===== src/rtl/run_length_expander.sv =====
// Run-length expander: turns (value, count, last) pairs into a stream of
// repeated elements, one frame per in_last pair. Output frames are capped at
// MAX_LEN beats; anything beyond the cap is swallowed and flagged as overflow.
module run_length_expander #(
  parameter int DATA_W  = 32,
  parameter int CNT_W   = 6,
  parameter int MAX_LEN = 32
) (
  input  logic              clk,
  input  logic              rst,
  input  logic              in_valid,
  output logic              in_ready,
  input  logic [DATA_W-1:0] in_value,
  input  logic [CNT_W-1:0]  in_count,
  input  logic              in_last,
  output logic              out_valid,
  input  logic              out_ready,
  output logic [DATA_W-1:0] out_value,
  output logic              out_last,
  output logic [5:0]        total_len,
  output logic              overflow,
  output logic              done
);

  localparam int LEN_W = 6;

  typedef enum logic [1:0] {
    LOAD  = 2'd0,
    EMIT  = 2'd1,
    DRAIN = 2'd2
  } state_t;

  state_t              state_q, state_d;
  logic [DATA_W-1:0]   value_q;
  logic [CNT_W-1:0]    rem_q;
  logic                last_q;
  logic                new_frame_q;

  logic accept;
  logic handshake;
  logic final_rep;
  logic at_max;
  logic done_d;
  logic overflow_set;
  logic load_pair;

  // Handshake qualifiers and beat position within the current pair / frame.
  assign in_ready  = (state_q != EMIT);
  assign out_valid = (state_q == EMIT);
  assign accept    = in_valid && in_ready;
  assign handshake = out_valid && out_ready;
  assign final_rep = (rem_q == CNT_W'(1));
  assign at_max    = (total_len == LEN_W'(MAX_LEN - 1));
  assign load_pair = (state_q == LOAD) && accept && (in_count != '0);

  assign out_value = value_q;
  // The cap forces out_last so a truncated frame still closes cleanly downstream.
  assign out_last  = (state_q == EMIT) && ((final_rep && last_q) || at_max);

  // State register.
  // NOTE: sequential state uses non-blocking assignments so every flop samples
  // the pre-edge values, independent of block ordering in simulation.
  always_ff @(posedge clk or posedge rst) begin
    if (rst) state_q <= LOAD;
    else     state_q <= state_d;
  end

  // Next-state decode plus the done / overflow events it implies.
  // NOTE: every signal is given a default before the case so no path leaves it
  // unassigned, which would otherwise infer a latch.
  always_comb begin
    state_d      = state_q;
    done_d       = 1'b0;
    overflow_set = 1'b0;
    unique case (state_q)
      LOAD: begin
        if (accept) begin
          if (in_count != '0) state_d = EMIT;
          else if (in_last)   done_d  = 1'b1;
        end
      end
      EMIT: begin
        if (handshake) begin
          if (at_max) begin
            if (final_rep && last_q) begin
              state_d = LOAD;
              done_d  = 1'b1;
            end else begin
              state_d      = DRAIN;
              overflow_set = 1'b1;
            end
          end else if (final_rep) begin
            state_d = LOAD;
            done_d  = last_q;
          end
        end
      end
      DRAIN: begin
        if (accept && in_last) begin
          state_d = LOAD;
          done_d  = 1'b1;
        end
      end
      default: state_d = LOAD;
    endcase
  end

  // Pair holding registers: latched on accept, counted down per output beat.
  always_ff @(posedge clk or posedge rst) begin
    if (rst) begin
      value_q <= '0;
      rem_q   <= '0;
      last_q  <= 1'b0;
    end else if (load_pair) begin
      value_q <= in_value;
      rem_q   <= in_count;
      last_q  <= in_last;
    end else if (handshake) begin
      rem_q   <= rem_q - CNT_W'(1);
    end
  end

  // Frame statistics: cleared by the first accept of a new frame, then held.
  always_ff @(posedge clk or posedge rst) begin
    if (rst) begin
      total_len <= '0;
      overflow  <= 1'b0;
    end else if (accept && new_frame_q) begin
      total_len <= '0;
      overflow  <= 1'b0;
    end else if (handshake) begin
      total_len <= total_len + LEN_W'(1);
      if (overflow_set) overflow <= 1'b1;
    end
  end

  // Frame boundary tracking and the registered done pulse.
  always_ff @(posedge clk or posedge rst) begin
    if (rst) begin
      done        <= 1'b0;
      new_frame_q <= 1'b1;
    end else begin
      done <= done_d;
      if (done_d)      new_frame_q <= 1'b1;
      else if (accept) new_frame_q <= 1'b0;
    end
  end

endmodule

===== config.mk =====
export PLATFORM = sky130hd
export DESIGN_NAME = run_length_expander
export DESIGN_NICKNAME = d
export VERILOG_FILES = /design/src/rtl/run_length_expander.sv
export SDC_FILE = /design/constraint.sdc
export NUM_CORES = 1
export LEC_CHECK = 0
export CAP_MARGIN = 20
export CORE_UTILIZATION = 40
export CTS_BUF_LIST = sky130_fd_sc_hd__clkbuf_4
export DETAILED_ROUTE_END_ITERATION = 10
export GPL_TIMING_DRIVEN = 0
export PLACE_DENSITY_LB_ADDON = 0.25
export SLEW_MARGIN = 20
export SYNTH_ARGS = -nofsm -noshare
export SYNTH_HDL_FRONTEND = slang
export SYNTH_SLANG_ARGS = --single-unit

===== constraint.sdc =====
create_clock -name clk -period 1.65 [get_ports clk]
set_input_delay 0.33 -clock clk [delete_from_list [all_inputs] [get_ports clk]]
set_output_delay 0.33 -clock clk [all_outputs]
set_load 0.01 [all_outputs]

Yosys cells after proc, flatten, opt, wreduce, memory -nomap -nowiden --
Index checks and enable logic that the tools add are counted.
Storage, ports and cells: bits in registers 50, input bits 43, output and inout port bits 43, word-level logic and storage cells 67
Operators by class: $add $sub $neg 2, eq/ne operators 10, muxes and demuxes 30, reductions and logical operators 17
Operator list (count):
- $mux W6 | 4
- $mux W1 | 17
- $mux W2 | 7
- $logic_and A1 B1 Y1 | 8
- $reduce_bool A2 Y1 | 4
- $add A6 B1 Y6 const B | 1
- $eq A6 B1 Y1 const B | 1
- $eq A6 B5 Y1 const B | 1
- $ne A2 B1 Y1 const B | 3
- $pmux W2 S3 | 1
- $reduce_bool A6 Y1 | 1
- $sub A6 B1 Y6 const B | 1
- $reduce_and A5 Y1 | 1
- $ne A2 B2 Y1 const B | 2
- $ne A3 B1 Y1 const B | 1
- $pmux W1 S3 | 1
- $eq A2 B1 Y1 const B | 1
- $eq A2 B2 Y1 const B | 1
- $logic_not A2 Y1 | 1
- $reduce_and A2 Y1 | 1
- $logic_or A1 B1 Y1 | 1

Longest topological paths before layout --
Gate-level depths: netlist of the first run.
depth in word-level cells 9, depth in mapped cells 6, mapped depth without buffers 5

Worst setup path after synthesis of the first run --
OpenSTA, ideal clock, no wires.
kind flip-flop to flip-flop, start point reg state_q[0], end point reg value_q[0] (netlist: out_value[0]), library setup time 127 ps, arrival time 1531 ps, required time 1523 ps, setup slack -9 ps, cell stages (with the launch flop) 6, buffers on the path 2, clock period less this slack 1659 ps, path through dfrtp_1 -> nor3b_4 -> a21boi_2 -> buf_6 -> buf_6 -> mux2_1
On the way: cells in the longest elaborated chain, start to end 4, elaborated cells between the ends (all ways) 5, those cells by class eq/ne (1); reduce/logical (4)
Ends and longest elaborated chain:
- start, declared | line 33 | state_t state_q, state_d;
- start signal, assigned | line 65 | else state_q <= state_d;
- $ne A2 B1 Y1 | line 48 | assign in_ready = (state_q != EMIT);
- $logic_and A1 B1 Y1 | line 50 | assign accept = in_valid && in_ready;
- $logic_and A1 B1 Y1 * (2 in a row) | line 54 | assign load_pair = (state_q == LOAD) && accept && (in_count != '0);
- end signal, assigned | line 115 | value_q <= in_value;
- end, declared | line 34 | logic [DATA_W-1:0] value_q;
Every way passes the cells marked *; elsewhere a longest branch is shown, timed or not. A chain may end at the register's enable or synchronous reset.

Worst setup path in the final report of the first run --
start point reg rem_q[2], end point out out_last
On the way: cells in the longest elaborated chain, start to end 4
Ends and longest elaborated chain:
- start, declared | line 35 | logic [CNT_W-1:0] rem_q;
- start signal, assigned | line 116 | rem_q <= in_count;
- start signal, assigned | line 119 | rem_q <= rem_q - CNT_W'(1);
- $eq A6 B1 Y1 | line 52 | assign final_rep = (rem_q == CNT_W'(1));
- $logic_and A1 B1 Y1 | line 58 | assign out_last = (state_q == EMIT) && ((final_rep && last_q) || at_max);
- $logic_or A1 B1 Y1 | line 58
- $logic_and A1 B1 Y1 | line 58
- end, declared | line 19 | output logic out_last,
No other way between the ends.

==> impl_metrics.env, run 1 <==
export IMPL_n_fill_cell=367
export IMPL_synth_area_top_cells="dfrtp_1 (57%), mux2_2 (15%), mux2_1 (2.6%), nand2_1 (2.3%), ha_1 (1.7%)"
export IMPL_final_net_count=333
export IMPL_crit_chain="nor3_4, and3b_1, a21oi_2, nor2_1, buf_2"
export IMPL_yosysTopAreaCell="dfrtp_1"
export IMPL_max_stage_delay_ns=0.47
export IMPL_avgViaCountPerCell=5.014
export IMPL_cts_root_buf="clkbuf_4"
export IMPL_ios=86
export IMPL_core_area_um2=5140
export IMPL_violations="negative setup slack"
export IMPL_gp_congestion=0.8375
export IMPL_worst_pin_slew_ns=0.7105
export IMPL_syn_inst=167
export IMPL_synth_warnings=0
export IMPL_grt_overflow=0
export IMPL_drc=0
export IMPL_max_freq_mhz=526.0
export IMPL_crit_buf_inv=1
export IMPL_ys_types=33
export IMPL_slew_violations=0
export IMPL_netlist_top_cells_count="dfrtp_1 (49), mux2_2 (28), nand2_1 (13), nor2_1 (10), o21ai_0 (6)"
export IMPL_maxCapViolCount=0
export IMPL_hold_violations=0
export IMPL_synth_nets=213
export IMPL_clock_latency_ns=0.36
export IMPL_path_max_fanout=4
export IMPL_cts_tree="built"
export IMPL_drtIter0Drc=163
export IMPL_die_x_um=75.31
export IMPL_critPathLaunchType="register"
export IMPL_die_area_um2=5671
export IMPL_slowest_stage="dfrtp_2"
export IMPL_cts_sinks=50
export IMPL_max_slew_margin_pct=52.56
export IMPL_initial_utilization_pct=41.82
export IMPL_firstDrtPassIters=4
export IMPL_synthArstFlopShare_pct=100.0
export IMPL_area_growth_pct=73.63
export IMPL_n_antenna_cell=0
export IMPL_fp_dieH_um=75.31
export IMPL_setup_viol=32
export IMPL_reg2reg_to="out_value[26]$_DFFE_PP0P_"
export IMPL_reg2regPathDepth=6
export IMPL_crit_family="simple AND/OR/NAND/NOR gates"
export IMPL_grt_usage_pct=19.98
export IMPL_avgRoutedWirePerCell_um=15.92
export IMPL_dp_slack_ns=-0.6316
export IMPL_period_needed_ns=1.901
export IMPL_final_area_um2=3732
export IMPL_vias=1795
export IMPL_clk_path_buf_depth=2
export IMPL_dpl_cell_area_um2=3129
export IMPL_crit_required_ns=1.32
export IMPL_antenna_found_initial=0
export IMPL_io_buffers=85
export IMPL_post_synth_top_count_cell="dfrtp_1"
export IMPL_r2r_start="state_q[1]$_DFFE_PP0P_"
export IMPL_setup_slack_ns=-0.2510
export IMPL_hp_class="in2async"
export IMPL_synth_seq_area_share_pct=58.27
export IMPL_multiInputGateArea_um2=1025
export IMPL_grt_max_degree=32
export IMPL_numCtsBuffers=5
export IMPL_ys_flop_type="dfrtp_1"
export IMPL_period_share_pct=115.2
export IMPL_hpwl_um=3577
export IMPL_ys_ff_latch=50
export IMPL_p_leak_nw=1.904
export IMPL_path_class="reg2out"
export IMPL_drive_gt1_share_pct=31.60
export IMPL_syn_avg_cell_area_um2=12.87
export IMPL_powerDensity_nw_per_um2=1654
export IMPL_grt_pass1_vias=1757
export IMPL_synth_area_um2=2150
export IMPL_ant_nets=0
export IMPL_status="finished, violations left"
export IMPL_cts_max_level=2
export IMPL_crit_arrival_ns=1.57
export IMPL_rsz0062_at_grt="yes"
export IMPL_synth_edf_count=0
export IMPL_rrSetupSlack_ns=-0.14
export IMPL_vdd_drop_max_v=0.0008083
export IMPL_synth_top_area_share_pct=57.04
export IMPL_path_depth=5
export IMPL_drt_wl_total_um=5701
export IMPL_register_area_um2=1256
export IMPL_grt_pass1_wl_um=8293
export IMPL_ctsHoldBuffers=0
export IMPL_finClkSkew_ns=0.009783
export IMPL_endpoint_kind="output pin"
export IMPL_clk_pin_slew_ns=0.14
export IMPL_placementRows=26
[timing repair]
item / 4_1_cts / 5_1_grt
pin swaps: 5 / 6
hold endpoints to repair: 0 / 0
setup endpoints to repair: 48 / 70
buffers inserted: 15 / 9
gates resized for setup: 34 / 63
gates cloned: 1 / 2
[cells in the final DEF, fill, tap and decap left out, drive strengths merged, types with 3 or more instances in the layout]
cell,synthesis,layout
a21oi,4,4
nor2,10,10
xnor2,4,4
o21ai,6,6
dlygate4sd2,0,4
clkbuf,1,12
dfrtp,49,49
nand2,13,13
nand3,3,3
inv,5,5
nor3,4,4
clkdlybuf4s50,0,50
nand3b,4,4
ha,3,3
buf,5,32
o211ai,3,3
mux2,33,33
dlymetal6s2s,0,29
[cells by family (layout without fill, tap and decap cells)]
| logic type | count (synthesis) | after routing | synth area share [%] |
|---|---|---|---|
| multiplexers | 33 | 33 | 17.29 |
| AND/OR/NAND/NOR | 45 | 45 | 11.18 |
| adder cells (fa/ha/maj) | 3 | 3 | 1.746 |
| AO/OA/AOI/OAI | 19 | 19 | 6.054 |
| flip-flops | 50 | 50 | 58.27 |
| XOR/XNOR | 6 | 6 | 2.445 |
| buffers and inverters | 11 | 132 | 3.026 |
[how the worst max path moves through the flow]
stage                           start                        to  slack (ns)
2_1_floorplan  state_q[1]$_DFFE_PP0P_  out_value[0]$_DFFE_PP0P_      -0.002
3_3_place_gp                      rst  total_len[3]$_DFFE_PP0P_       -0.89
3_5_place_dp                 in_valid  out_value[4]$_DFFE_PP0P_       -0.63
4_1_cts          rem_q[4]$_DFFE_PP0P_                  out_last       -0.22
5_1_grt          rem_q[1]$_DFFE_PP0P_                  out_last       -0.35
6_report         rem_q[2]$_DFFE_PP0P_                  out_last       -0.25
[worst reg2reg max path, stage by stage (launching register included)]
cell	delay, ns
dfrtp_2	0.44
buf_6	0.13
nor3b_4	0.18
a21boi_4	0.31
buf_6	0.19
buf_12	0.14
mux2_4	0.30
[flip-flops by register name, summed over array words and instances, names as in the netlist]
| signal | count |
|---|---|
| rem_q | 6 |
| overflow | 1 |
| total_len | 6 |
| last_q | 1 |
| out_value | 32 |
| new_frame_q | 1 |
| done | 1 |
| state_q | 2 |
[power by group]
| part | leakage [nW] | internal [mW] | switching (mW) |
|---|---|---|---|
| registers | 0.595 | 1.82 | 0.376 |
| logic | 1.27 | 2.14 | 1.26 |
| clock network | 0.0368 | 0.220 | 0.368 |
[layer usage]
layer	vias up	GRT usage [%]	wire [um]
li1	825	-	-
met1	899	25.19	2310
met2	63	32.14	2930
met3	8	6.614	380
met4	0	7.613	79
met5	-	0	0
[cell type report]
type / count / share of cell area, %
plain buffers: 6 / 1.810
clock buffers: 8 / 1.609
multi-input cells: 106 / 27.46
well taps: 70 / 2.347
inverters: 5 / 0.5028
flip-flops and latches: 50 / 33.66
repair buffers: 113 / 32.62
[through the flow]
stage	TNS [ns]	util [%]	power, mW	std cells	hold WS, ns
after detailed placement	-22.58	60.88	4.834	323	0.4737
after global placement	-65.63	60.35	4.756	322	0.4699
after global routing	-4.758	72.61	6.571	358	0.4382
after floorplan	-0.008076	-	3.456	167	0.4468
final	-3.101	72.61	6.175	358	0.3949
after CTS	-0.8021	66.67	5.823	347	0.3965
No activity file was read; power rests on OpenSTA's default activity.
==> run 2, diff against run 1 <==
==> constraint.sdc (replaced) <==
create_clock -name clk -period 1.9 [get_ports clk]
set_input_delay 0.38 -clock clk [delete_from_list [all_inputs] [get_ports clk]]
set_output_delay 0.38 -clock clk [all_outputs]
set_load 0.01 [all_outputs]
==> run 2 against run 1 <==
Against the previous run: combinational power down 28%; the flow still finishes with violations (negative setup slack); via count decreased by 5.0%; first-iteration DRC count down 65%.
==> impl_metrics.env, run 2 (same netlist as run 1, synthesis figures left out) <==
export IMPL_status="finished, violations left"
export IMPL_violations="negative setup slack"
export IMPL_dpl_cell_area_um2=3108
export IMPL_setup_viol=1
export IMPL_n_fill_cell=438
export IMPL_period_share_pct=101.9
export IMPL_fin_hold_ws_ns=0.3027
export IMPL_crit_required_ns=1.52
export IMPL_cts_sinks=50
export IMPL_drt_wl_total_um=4952
export IMPL_drive_gt1_share_pct=25.00
export IMPL_layout_commonest_cell="clkdlybuf4s50_1"
export IMPL_period_needed_ns=1.936
export IMPL_clk_pin_slew_ns=0.13
export IMPL_grt_pass1_vias=1652
export IMPL_path_max_fanout=4
export IMPL_initial_utilization_pct=41.82
export IMPL_clk_path_buf_depth=2
export IMPL_grt_usage_pct=18.51
export IMPL_crit_family="flip-flops"
export IMPL_hpwl_um=3465
export IMPL_final_area_um2=3291
export IMPL_cts_root_buf="clkbuf_4"
export IMPL_max_stage_delay_ns=0.41
export IMPL_largest_reg_flops=32
export IMPL_hp_class="in2async"
export IMPL_die_x_um=75.31
export IMPL_critPathLaunchType="register"
export IMPL_vdd_drop_max_v=0.0007415
export IMPL_drtIter0Drc=57
export IMPL_post_route_util_pct=64.02
export IMPL_avgRoutedWirePerCell_um=14.48
export IMPL_gp_congestion=0.7688
export IMPL_grt_max_degree=35
export IMPL_io_buffers=85
export IMPL_p_leak_nw=1.377
export IMPL_fp_dieH_um=75.31
export IMPL_setup_slack_ns=-0.03564
export IMPL_layout_common_cells="clkdlybuf4s50_1 (82), dfrtp_1 (46), mux2_2 (28)"
export IMPL_area_growth_pct=53.09
export IMPL_slowest_stage="dfrtp_1"
export IMPL_hold_violations=0
export IMPL_finClkSkew_ns=0.01215
export IMPL_ctsHoldBuffers=0
export IMPL_core_area_um2=5140
export IMPL_crit_buf_inv=1
export IMPL_path_class="reg2out"
export IMPL_avgViaCountPerCell=4.988
export IMPL_placementRows=26
export IMPL_max_freq_mhz=516.6
export IMPL_ant_nets=0
export IMPL_maxCapViolCount=0
export IMPL_drc=0
export IMPL_final_net_count=317
export IMPL_powerDensity_nw_per_um2=1461
export IMPL_numCtsBuffers=5
export IMPL_die_area_um2=5671
export IMPL_ios=86
export IMPL_firstDrtPassIters=4
export IMPL_max_slew_margin_pct=69.22
export IMPL_cts_max_level=2
export IMPL_slew_violations=0
export IMPL_crit_arrival_ns=1.56
export IMPL_final_setup_tns_ns=-0.03564
export IMPL_vias=1706
export IMPL_cts_tree="built"
export IMPL_endpoint_kind="output pin"
export IMPL_antenna_found_initial=0
export IMPL_worst_pin_slew_ns=0.4579
export IMPL_clock_latency_ns=0.36
export IMPL_dp_slack_ns=-0.4233
export IMPL_crit_chain="ha_2, nand2_2, nor3_4, a21oi_2, nor2_1, buf_2"
export IMPL_n_antenna_cell=0
export IMPL_grt_overflow=0
export IMPL_grt_pass1_wl_um=7762
export IMPL_rsz0062_at_grt="yes"
[run 2: changes by cell type in the layout (fill, tap and decap cells not counted), moves of 2 or more]
cell,before,now
clkbuf_4,8,5
mux2_4,33,0
buf_8,3,0
mux2_1,0,5
buf_4,21,13
buf_16,2,0
buf_6,4,2
clkdlybuf4s50_1,50,82
mux2_2,0,28
dlymetal6s2s_1,29,1
clkbuf_16,2,0
dlygate4sd2_1,4,1
[run 2: path summary, 6_finish.rpt]
path | start | end | slack [ns] | cells after the start
setup reg to reg | state_q[0]$_DFFE_PP0P_ | out_value[0]$_DFFE_PP0P_ | 0.10 | 6
min in group clk | out_value[4]$_DFFE_PP0P_ | out_value[4]$_DFFE_PP0P_ | 0.50 | 1
hold reg to reg | out_value[4]$_DFFE_PP0P_ | out_value[4]$_DFFE_PP0P_ | 0.50 | 1
hold / removal | rst | out_value[4]$_DFFE_PP0P_ | 0.30 | 2
max in group asynchronous | rst | new_frame_q$_DFFE_PP1P_ | 1.03 | 3
setup / recovery | total_len[1]$_DFFE_PP0P_ | out_last | -0.04 | 6
[run 2: repair_timing]
action | 4_1_cts | 5_1_grt
buffers inserted | 7 | 4
setup endpoints to repair | 8 | 6
gates resized for setup | 13 | 6
pin swaps | 3 | 3
[run 2: per-layer routing]
metal / track usage, % / share of wire [%] / vias up
met5: 0 / 0 / -
met4: 6.584 / 1.5 / 0
met3: 7.407 / 8.8 / 8
met2: 29.66 / 48 / 63
met1: 22.78 / 41 / 832
li1: - / - / 803
[run 2: final cells by class]
type	count	area [um2]	area share (%)
Sequential cell	50	1256	38.17
Timing Repair Buffer	97	949.7	28.86
Multi-Input combinational cell	106	878.3	26.69
Tap cell	70	87.58	2.662
Buffer	6	46.29	1.407
Clock buffer	5	37.54	1.141
Inverter	5	18.77	0.5703
Clock inverter	3	16.27	0.4943
[run 2: stage by stage]
step | power [mW] | instances
2_1_floorplan | 2.997 | 167
3_3_place_gp | 4.120 | 322
5_1_grt | 5.150 | 342
3_5_place_dp | 4.184 | 323
6_report | 4.809 | 342
4_1_cts | 4.784 | 338
[run 2: where the power goes]
part | internal, mW | switching, mW
logic | 1.50 | 0.941
clock network | 0.138 | 0.319
registers | 1.58 | 0.327
total | 3.22 | 1.59
[run 2: worst register-to-register path, stage by stage, from the launching register on]
cell and delay (ns):
dfrtp_2 0.46, buf_4 0.16, nor3b_4 0.19, a21boi_4 0.23
buf_6 0.17, buf_6 0.16, mux2_1 0.33
